<file path="src/rtl/fifo_stream_adapter_pkg.sv">
// fifo_stream_adapter_pkg
//   Shared defaults, types and helpers for the FIFO read-side stream adapter.
//   Contents:
//     DEFAULT_FIFO_WIDTH / DEFAULT_SKID_DEPTH / DEFAULT_CNT_WIDTH : parameter defaults
//     fifo_word_t : one FIFO data word at the default width
//     occ_t       : skid occupancy count at the default depth
//     next_ptr()  : pointer increment that wraps at depth-1 (depth need not be 2^n)
package fifo_stream_adapter_pkg;

  localparam int DEFAULT_FIFO_WIDTH = 16;
  localparam int DEFAULT_SKID_DEPTH = 3;
  localparam int DEFAULT_CNT_WIDTH  = 16;
  localparam int DEFAULT_OCC_WIDTH  = $clog2(DEFAULT_SKID_DEPTH + 1);

  typedef logic [DEFAULT_FIFO_WIDTH-1:0] fifo_word_t;
  typedef logic [DEFAULT_OCC_WIDTH-1:0]  occ_t;

  function automatic int next_ptr(input int ptr, input int depth);
    return (ptr == depth - 1) ? 0 : ptr + 1;
  endfunction

endpackage

</file>
<file path="src/rtl/fifo_stream_adapter_skid_ram.sv">
// fifo_stream_adapter_skid_ram
//   DEPTH x WIDTH storage for the skid buffer: one synchronous write port and
//   one asynchronous read port. Pointer management lives in the parent.
//   Ports:
//     clk       : clock, rising edge
//     rst_n     : asynchronous active-low reset (clears all entries)
//     i_wr_en   : write strobe
//     i_wr_addr : write entry index
//     i_wr_data : write data
//     i_rd_addr : read entry index
//     o_rd_data : contents of entry i_rd_addr (combinational)
module fifo_stream_adapter_skid_ram
  import fifo_stream_adapter_pkg::*;
#(
  parameter int WIDTH = DEFAULT_FIFO_WIDTH,
  parameter int DEPTH = DEFAULT_SKID_DEPTH,
  parameter int PTR_W = 2
) (
  input  logic             clk,
  input  logic             rst_n,
  input  logic             i_wr_en,
  input  logic [PTR_W-1:0] i_wr_addr,
  input  logic [WIDTH-1:0] i_wr_data,
  input  logic [PTR_W-1:0] i_rd_addr,
  output logic [WIDTH-1:0] o_rd_data
);

  logic [WIDTH-1:0] r_mem [DEPTH];
  logic [DEPTH-1:0] w_wr_sel;

  // Per-entry write select decoded from the write address.
  generate
    for (genvar gi = 0; gi < DEPTH; gi++) begin : g_wr_sel
      assign w_wr_sel[gi] = i_wr_en && (i_wr_addr == PTR_W'(gi));
    end
  endgenerate

  // Entries are cleared on reset so m_data reads 0 out of reset.
  always_ff @(posedge clk or negedge rst_n) begin
    if (!rst_n) begin
      for (int i = 0; i < DEPTH; i++) r_mem[i] <= '0;
    end else begin
      for (int i = 0; i < DEPTH; i++) begin
        if (w_wr_sel[i]) r_mem[i] <= i_wr_data;
      end
    end
  end

  assign o_rd_data = r_mem[i_rd_addr];

endmodule

</file>
<file path="src/rtl/fifo_stream_adapter.sv">
// fifo_stream_adapter
//   Read-side adapter for a synchronous FIFO whose data_out is valid the cycle
//   after a granted read. Issues fifo_rd_en against a credit check, captures
//   returning words into a small skid buffer and re-presents them as a
//   valid/ready stream. Counts delivered words.
//   Ports:
//     clk, rst_n    : clock (rising edge), asynchronous active-low reset
//     fifo_empty    : FIFO empty flag
//     fifo_data_out : FIFO read data (valid one cycle after fifo_rd_en)
//     fifo_rd_en    : read request to FIFO
//     flush         : synchronous discard of buffered and in-flight words
//     m_valid/m_data/m_ready : output stream
//     occupancy     : skid entries held
//     xfer_count    : words delivered, wraps
module fifo_stream_adapter
  import fifo_stream_adapter_pkg::*;
#(
  parameter int FIFO_WIDTH = DEFAULT_FIFO_WIDTH,
  parameter int SKID_DEPTH = DEFAULT_SKID_DEPTH,
  parameter int CNT_WIDTH  = DEFAULT_CNT_WIDTH
) (
  input  logic                             clk,
  input  logic                             rst_n,
  input  logic                             fifo_empty,
  input  logic [FIFO_WIDTH-1:0]            fifo_data_out,
  output logic                             fifo_rd_en,
  input  logic                             flush,
  output logic                             m_valid,
  output logic [FIFO_WIDTH-1:0]            m_data,
  input  logic                             m_ready,
  output logic [$clog2(SKID_DEPTH+1)-1:0]  occupancy,
  output logic [CNT_WIDTH-1:0]             xfer_count
);

  localparam int OCC_W = $clog2(SKID_DEPTH + 1);
  localparam int PTR_W = (SKID_DEPTH > 1) ? $clog2(SKID_DEPTH) : 1;
  localparam int LVL_W = OCC_W + 1;

  logic                  r_inflight;
  logic [PTR_W-1:0]      r_wr_ptr;
  logic [PTR_W-1:0]      r_rd_ptr;
  logic [OCC_W-1:0]      r_occ;
  logic [CNT_WIDTH-1:0]  r_xfer;

  logic [LVL_W-1:0]      w_level;
  logic                  w_rd_en;
  logic                  w_valid;
  logic                  w_capture;
  logic                  w_pop;
  logic [FIFO_WIDTH-1:0] w_rd_data;

  // Credit check: held words plus the word already on its way from the FIFO
  // must leave room for one more. Only registered state feeds this, so there
  // is no path from m_ready. rst_n gating keeps the request low during reset.
  assign w_level   = LVL_W'(r_occ) + LVL_W'(r_inflight);
  assign w_rd_en   = rst_n && !fifo_empty && !flush && (w_level < LVL_W'(SKID_DEPTH));
  assign w_valid   = (r_occ != '0);
  // flush suppresses both capture of the in-flight word and any pop.
  assign w_capture = r_inflight && !flush;
  assign w_pop     = w_valid && m_ready && !flush;

  always_ff @(posedge clk or negedge rst_n) begin
    if (!rst_n) begin
      r_inflight <= 1'b0;
      r_wr_ptr   <= '0;
      r_rd_ptr   <= '0;
      r_occ      <= '0;
      r_xfer     <= '0;
    end else if (flush) begin
      r_inflight <= 1'b0;
      r_wr_ptr   <= '0;
      r_rd_ptr   <= '0;
      r_occ      <= '0;
    end else begin
      r_inflight <= w_rd_en;
      if (w_capture) r_wr_ptr <= PTR_W'(next_ptr(int'(r_wr_ptr), SKID_DEPTH));
      if (w_pop) begin
        r_rd_ptr <= PTR_W'(next_ptr(int'(r_rd_ptr), SKID_DEPTH));
        r_xfer   <= r_xfer + 1'b1;
      end
      case ({w_capture, w_pop})
        2'b10:   r_occ <= r_occ + 1'b1;
        2'b01:   r_occ <= r_occ - 1'b1;
        default: r_occ <= r_occ;
      endcase
    end
  end

  fifo_stream_adapter_skid_ram #(
    .WIDTH (FIFO_WIDTH),
    .DEPTH (SKID_DEPTH),
    .PTR_W (PTR_W)
  ) u_skid_ram (
    .clk       (clk),
    .rst_n     (rst_n),
    .i_wr_en   (w_capture),
    .i_wr_addr (r_wr_ptr),
    .i_wr_data (fifo_data_out),
    .i_rd_addr (r_rd_ptr),
    .o_rd_data (w_rd_data)
  );

  assign fifo_rd_en = w_rd_en;
  assign m_valid    = w_valid;
  assign m_data     = w_rd_data;
  assign occupancy  = r_occ;
  assign xfer_count = r_xfer;

endmodule

</file>
<file path="config.mk">
export PLATFORM = sky130hd
export DESIGN_NAME = fifo_stream_adapter
export DESIGN_NICKNAME = d
export VERILOG_FILES = /design/src/rtl/fifo_stream_adapter_pkg.sv /design/src/rtl/fifo_stream_adapter_skid_ram.sv /design/src/rtl/fifo_stream_adapter.sv
export SDC_FILE = /design/constraint.sdc
export NUM_CORES = 1
export LEC_CHECK = 0
export ABC_AREA = 1
export BUFFER_PORTS_ARGS = -buffer_cell sky130_fd_sc_hd__buf_2
export CORE_MARGIN = 2
export CORE_UTILIZATION = 35
export CTS_CLUSTER_DIAMETER = 120
export DETAILED_ROUTE_END_ITERATION = 10
export PLACE_DENSITY_LB_ADDON = 0.08
export SYNTH_ARGS = -nofsm -noshare
export SYNTH_HDL_FRONTEND = slang
export SYNTH_SLANG_ARGS = --single-unit
</file>
<file path="constraint.sdc">
create_clock -name clk -period 1.35 [get_ports clk]
set_input_delay 0.0675 -clock clk [delete_from_list [all_inputs] [get_ports clk]]
set_output_delay 0.0675 -clock clk [all_outputs]
set_load 0.05 [all_outputs]
</file>
# Yosys cells after proc, flatten, opt, wreduce, memory -nomap -nowiden
# Cells that the tools add are included.
# classes
n_bitwise	2
n_reduce_logical	17
n_lt_le_gt_ge	2
addsub	6
eq_ne	6
n_mux	12
# ops
operator	n
16-bit binary-select mux with 2-bit select	1
16-bit two-way mux	2
16-bit by 1-bit adder with 16-bit output, second input constant	1
2-bit two-way mux	7
1-bit logical AND	9
2-bit == test, second input constant	4
2-bit by 1-bit adder with 2-bit output, second input constant	3
2-bit nonzero test	3
2-bit by 1-bit == test with 1-bit output, second input constant	2
2-bit case mux with 2 select lines	1
2-bit by 1-bit adder with 3-bit output	1
3-bit greater-or-equal comparator, second input constant	1
3-bit by 2-bit less-than comparator with 1-bit output, second input constant	1
2-bit inverter with 3-bit output	1
3-bit nonzero test	1
1-bit zero test	2
2-bit zero test	1
2-bit AND reduction	1
2-bit by 1-bit subtractor with 2-bit output, second input constant	1
1-bit two-way mux	1
1-bit inverter	1
# word_totals
register_bits	71

# Logic depth before layout (Yosys ltp)
# depth
ltp_word	6
mapped_depth	9
mapped_depth_nobuf	9

# Modules after synthesis
# A second synthesis with hierarchy kept.
# hier_totals
cells_unflattened	484
hier_area_um2	3791.1
# by_module_without_submodules
mod	cells_each	area_per_inst_um2	instances
fifo_stream_adapter_skid_ram	334	2542.4	1
fifo_stream_adapter	150	1248.7	1

# Worst setup path after synthesis
# OpenSTA, ideal clock, no wires.
# synth_path
path_kind	register to output
startpoint	register r_occ[0], in the netlist occupancy[0]
endpoint	output port fifo_rd_en
stages_incl_launch_ff	4
arrival_time_ns	3.643
path_slack_ns	-2.360
required_time_ns	1.283
path_cell_list	dfrtp_1 > ha_1 > ha_1 > a2111oi_0
# synth_via
elab_chain_len	3
# synth_rtl
item	line_no	source
start: declaration	fifo_stream_adapter.sv:42	logic [OCC_W-1:0] r_occ;
start signal: assignment	fifo_stream_adapter.sv:82	2'b10: r_occ <= r_occ + 1'b1;
start signal: assignment	fifo_stream_adapter.sv:83	2'b01: r_occ <= r_occ - 1'b1;
start signal: assignment	fifo_stream_adapter.sv:84	default: r_occ <= r_occ;
2-bit by 1-bit adder with 3-bit output	fifo_stream_adapter.sv:55	assign w_level = LVL_W'(r_occ) + LVL_W'(r_inflight);
3-bit by 2-bit less-than comparator with 1-bit output	fifo_stream_adapter.sv:56	assign w_rd_en = rst_n && !fifo_empty && !flush && (w_level < LVL_W'(SKID_DEPTH));
1-bit logical AND	fifo_stream_adapter.sv:56	
end: declaration	fifo_stream_adapter.sv:26	output logic fifo_rd_en,
# Every way passes these cells.

# Final worst setup path
# Same ends and word-level chain as after synthesis.

==> qor.yml <==
global_routing:
  grt_max_degree: 72
  gr-total-overflow: 0
  antenna_found_initial: 0
  grt_pass1_vias: 2798
  track_usage: 0.1713
  grt_pass1_wl_mm: 13.75
finish:
  mostFrequentLayoutCells: "nand2_1, dfrtp_1, nand3_1"
  nets: 517
  n_antenna_cell: 0
  drive_gt1_frac: 0.3675
  finalNonFillerCells: 627
  area_growth_pct: 46.63
  final_area_um2: 4954
  final_common_cell: "nand2_1"
clock_network:
  clockRootBuffer: "clkbuf_8"
  path_clk_slew_ps: 80
  numCtsBuffers: 9
  clk_latency_ps: 350
  clk_path_buf_depth: 2
  clkSinkCount: 71
  h-tree-depth: 3
  cts_tree: "yes"
timing:
  finalClockSkew_ps: 9.322
  slew_headroom: 0.7287
  slew_violations: 0
  hold_viol_final: 0
  finalWorstSetupSlack_ps: -369.9
  period_share: 1.274
  max_freq_mhz: 581.4
  min_period_ps: 1720
  finalSetupViolations: 39
  rsz0062_at_grt: "true"
  tightestPinTransition_ps: 406.9
synthesis:
  ys_top_cells_by_area: "dfrtp_1, nand2_1, nand3_1, o21ai_0, inv_1"
  mappedNetlistNets: 427
  avgSynthCellArea_um2: 8.383
  yosysTopAreaCellShare: 0.5259
  seq_area_frac_synth: 0.5259
  yosys_register_bits: 71
  synth_largest_area_cell: "dfrtp_1"
  yosysWarnings: 0
  synthesis.area_um2: 3378
  synthCells: 403
  yosys.cell_types.count: 30
die:
  die_y_um: 102.2
  coreArea_um2: 9284
  io_pins: 57
  dieArea_um2: 10450
  start_util: 0.3639
  row_count: 35
  die_w_um: 102.2
worst_setup_path:
  cp.buffers_inverters: 1
  timing.critical_path.max_delay_family: "flip-flops"
  crit_path_cell_trace: "ha_4 -> ha_4 -> a2111oi_4 -> buf_6"
  crit_type: "flip-flop to output port"
  path_max_fanout: 2
  worstRegToRegCells: 8
  r2r-end: "xfer_count[4]$_DFFE_PN0P_"
  critical_path_arrival_ps: 1650
  crit_top_cell: "ha_4"
  reg2reg_from: "occupancy[0]$_DFFE_PN0P_"
  end_kind: "output port"
  critPathLaunchType: "flip-flop"
  cp.required_ps: 1280
  slowest_delay_ps: 430
  cp_slowest_cell: "dfrtp_2"
  cp_num_cells: 4
  reg2reg_setup_slack_ps: -70
placed_design:
  gp_congestion: 0.7411
  portBuffers: 56
  hpwl_mm: 5.455
  dp_slack_ps: -77.59
  placedInstanceArea_um2: 4105
  place_inst: 591
power_and_ir_drop:
  vdd_ir_drop_max_mv: 1.159
  total_power_w: 0.009093
  powerDensity_nw_per_um2: 1836
  leakage_nw: 2.388
detailed_routing:
  wire_per_inst_um: 13.75
  ant_nets: 0
  drt_drc_violations_left: 0
  drt-initial-drc-count: 132
  num_vias: 2914
  dr.pass1.iters: 4
  via_per_inst: 4.648
  drt-total-wl_mm: 8.623
worst_hold_path:
  hold_end: "u_skid_ram.r_mem[29]$_DFFE_PN0P_"
  hold_start: "fifo_data_out[13]"
  min-delay-path-class: "input pin to flip-flop"
  whs_path_depth: 3
job:
  maxCapViolCount: 0
status:
  status: "finished with violations"
  violations: "negative setup slack"
-- state kept, by name, summed over array words and instances (netlist names) --
register,flops
u_skid_ram.r_mem,48
r_wr_ptr,2
occupancy,2
r_inflight,1
xfer_count,16
r_rd_ptr,2
-- report_power, final --
part	total [W]	switching (W)	internal (W)
Clock	0.00196	0.000863	0.00110
Sequential	0.00297	0.000405	0.00257
Combinational	0.00416	0.00253	0.00163
Total	0.00909	0.00379	0.00530
-- logic make-up after synthesis --
logic type      Yosys count  share of synthesized area
compound gates           56                    0.08518
xor+xnor                  9                    0.02556
fa+ha+maj                 3                    0.01111
buf+inv                  55                    0.07037
flops                    71                     0.5259
simple gates            209                     0.2819
-- worst reg2reg max path, cell delays in order (launching register included) --
cell	delay, ps
dfrtp_2	390
buf_4	110
buf_6	110
inv_6	40
nand2_8	50
nand3_4	170
buf_4	210
nor3_4	110
xor2_1	160
-- worst max path at each step --
stage                        startpoint         end  slack (ps)
2_1_floorplan  occupancy[0]$_DFFE_PN0P_  fifo_rd_en        -370
6_report       occupancy[0]$_DFFE_PN0P_  fifo_rd_en        -370
4_1_cts            r_inflight$_DFF_PN0_  fifo_rd_en        -390
3_3_place_gp   occupancy[0]$_DFFE_PN0P_  fifo_rd_en         -70
3_5_place_dp       r_inflight$_DFF_PN0_  fifo_rd_en         -80
5_1_grt        occupancy[0]$_DFFE_PN0P_  fifo_rd_en        -440
-- cell type report --
type,instances,area [um2]
fillers,913,4330
flip-flops and latches,71,1794
multi-input cells,277,1690
repair buffers,96,915.9
inverters,38,161.4
well taps,129,161.4
clock buffers,10,137.6
clock inverters,6,92.59
-- per-stage QoR --
stage	TNS [ps]	util	hold WS, ps
3_5_place_dp	-89.14	0.4422	192.3
5_1_grt	-8433	0.5336	10.58
3_3_place_gp	-66.14	0.4422	187.3
2_1_floorplan	-1213	-	-228.1
4_1_cts	-2921	0.5059	2.236
6_report	-4022	0.5336	0.1260
-- Yosys cell counts (all sizes together) --
master,count
nor3,2
nor2,21
buf,12
clkbuf,5
nand2,119
nand3,62
nand3b,1
dfrtp,71
a2111oi,2
clkinv,1
ha,3
xnor2,3
o21ai,54
xor2,6
nand4,4
inv,37
-- layer usage --
| layer | track usage | vias to the layer above | wire (um) |
|---|---|---|---|
| met1 | 0.2349 | 1380 | 4273 |
| met3 | 0.04172 | 7 | 286 |
| li1 | - | 1488 | - |
| met4 | 0.05846 | 0 | 94 |
| met5 | 0 | - | 0 |
| met2 | 0.2667 | 39 | 3968 |
-- what timing repair did --
action / CTS / global route
hold buffers: 9 / 1
setup buffers: 1 / 6
gates cloned: 1 / 3
endpoints found under the hold margin: 84 / 1
setup endpoints to repair: 23 / 58
pin swaps: 1 / 9
resized for setup: 81 / 48
Power figures use the tool's default switching activity.
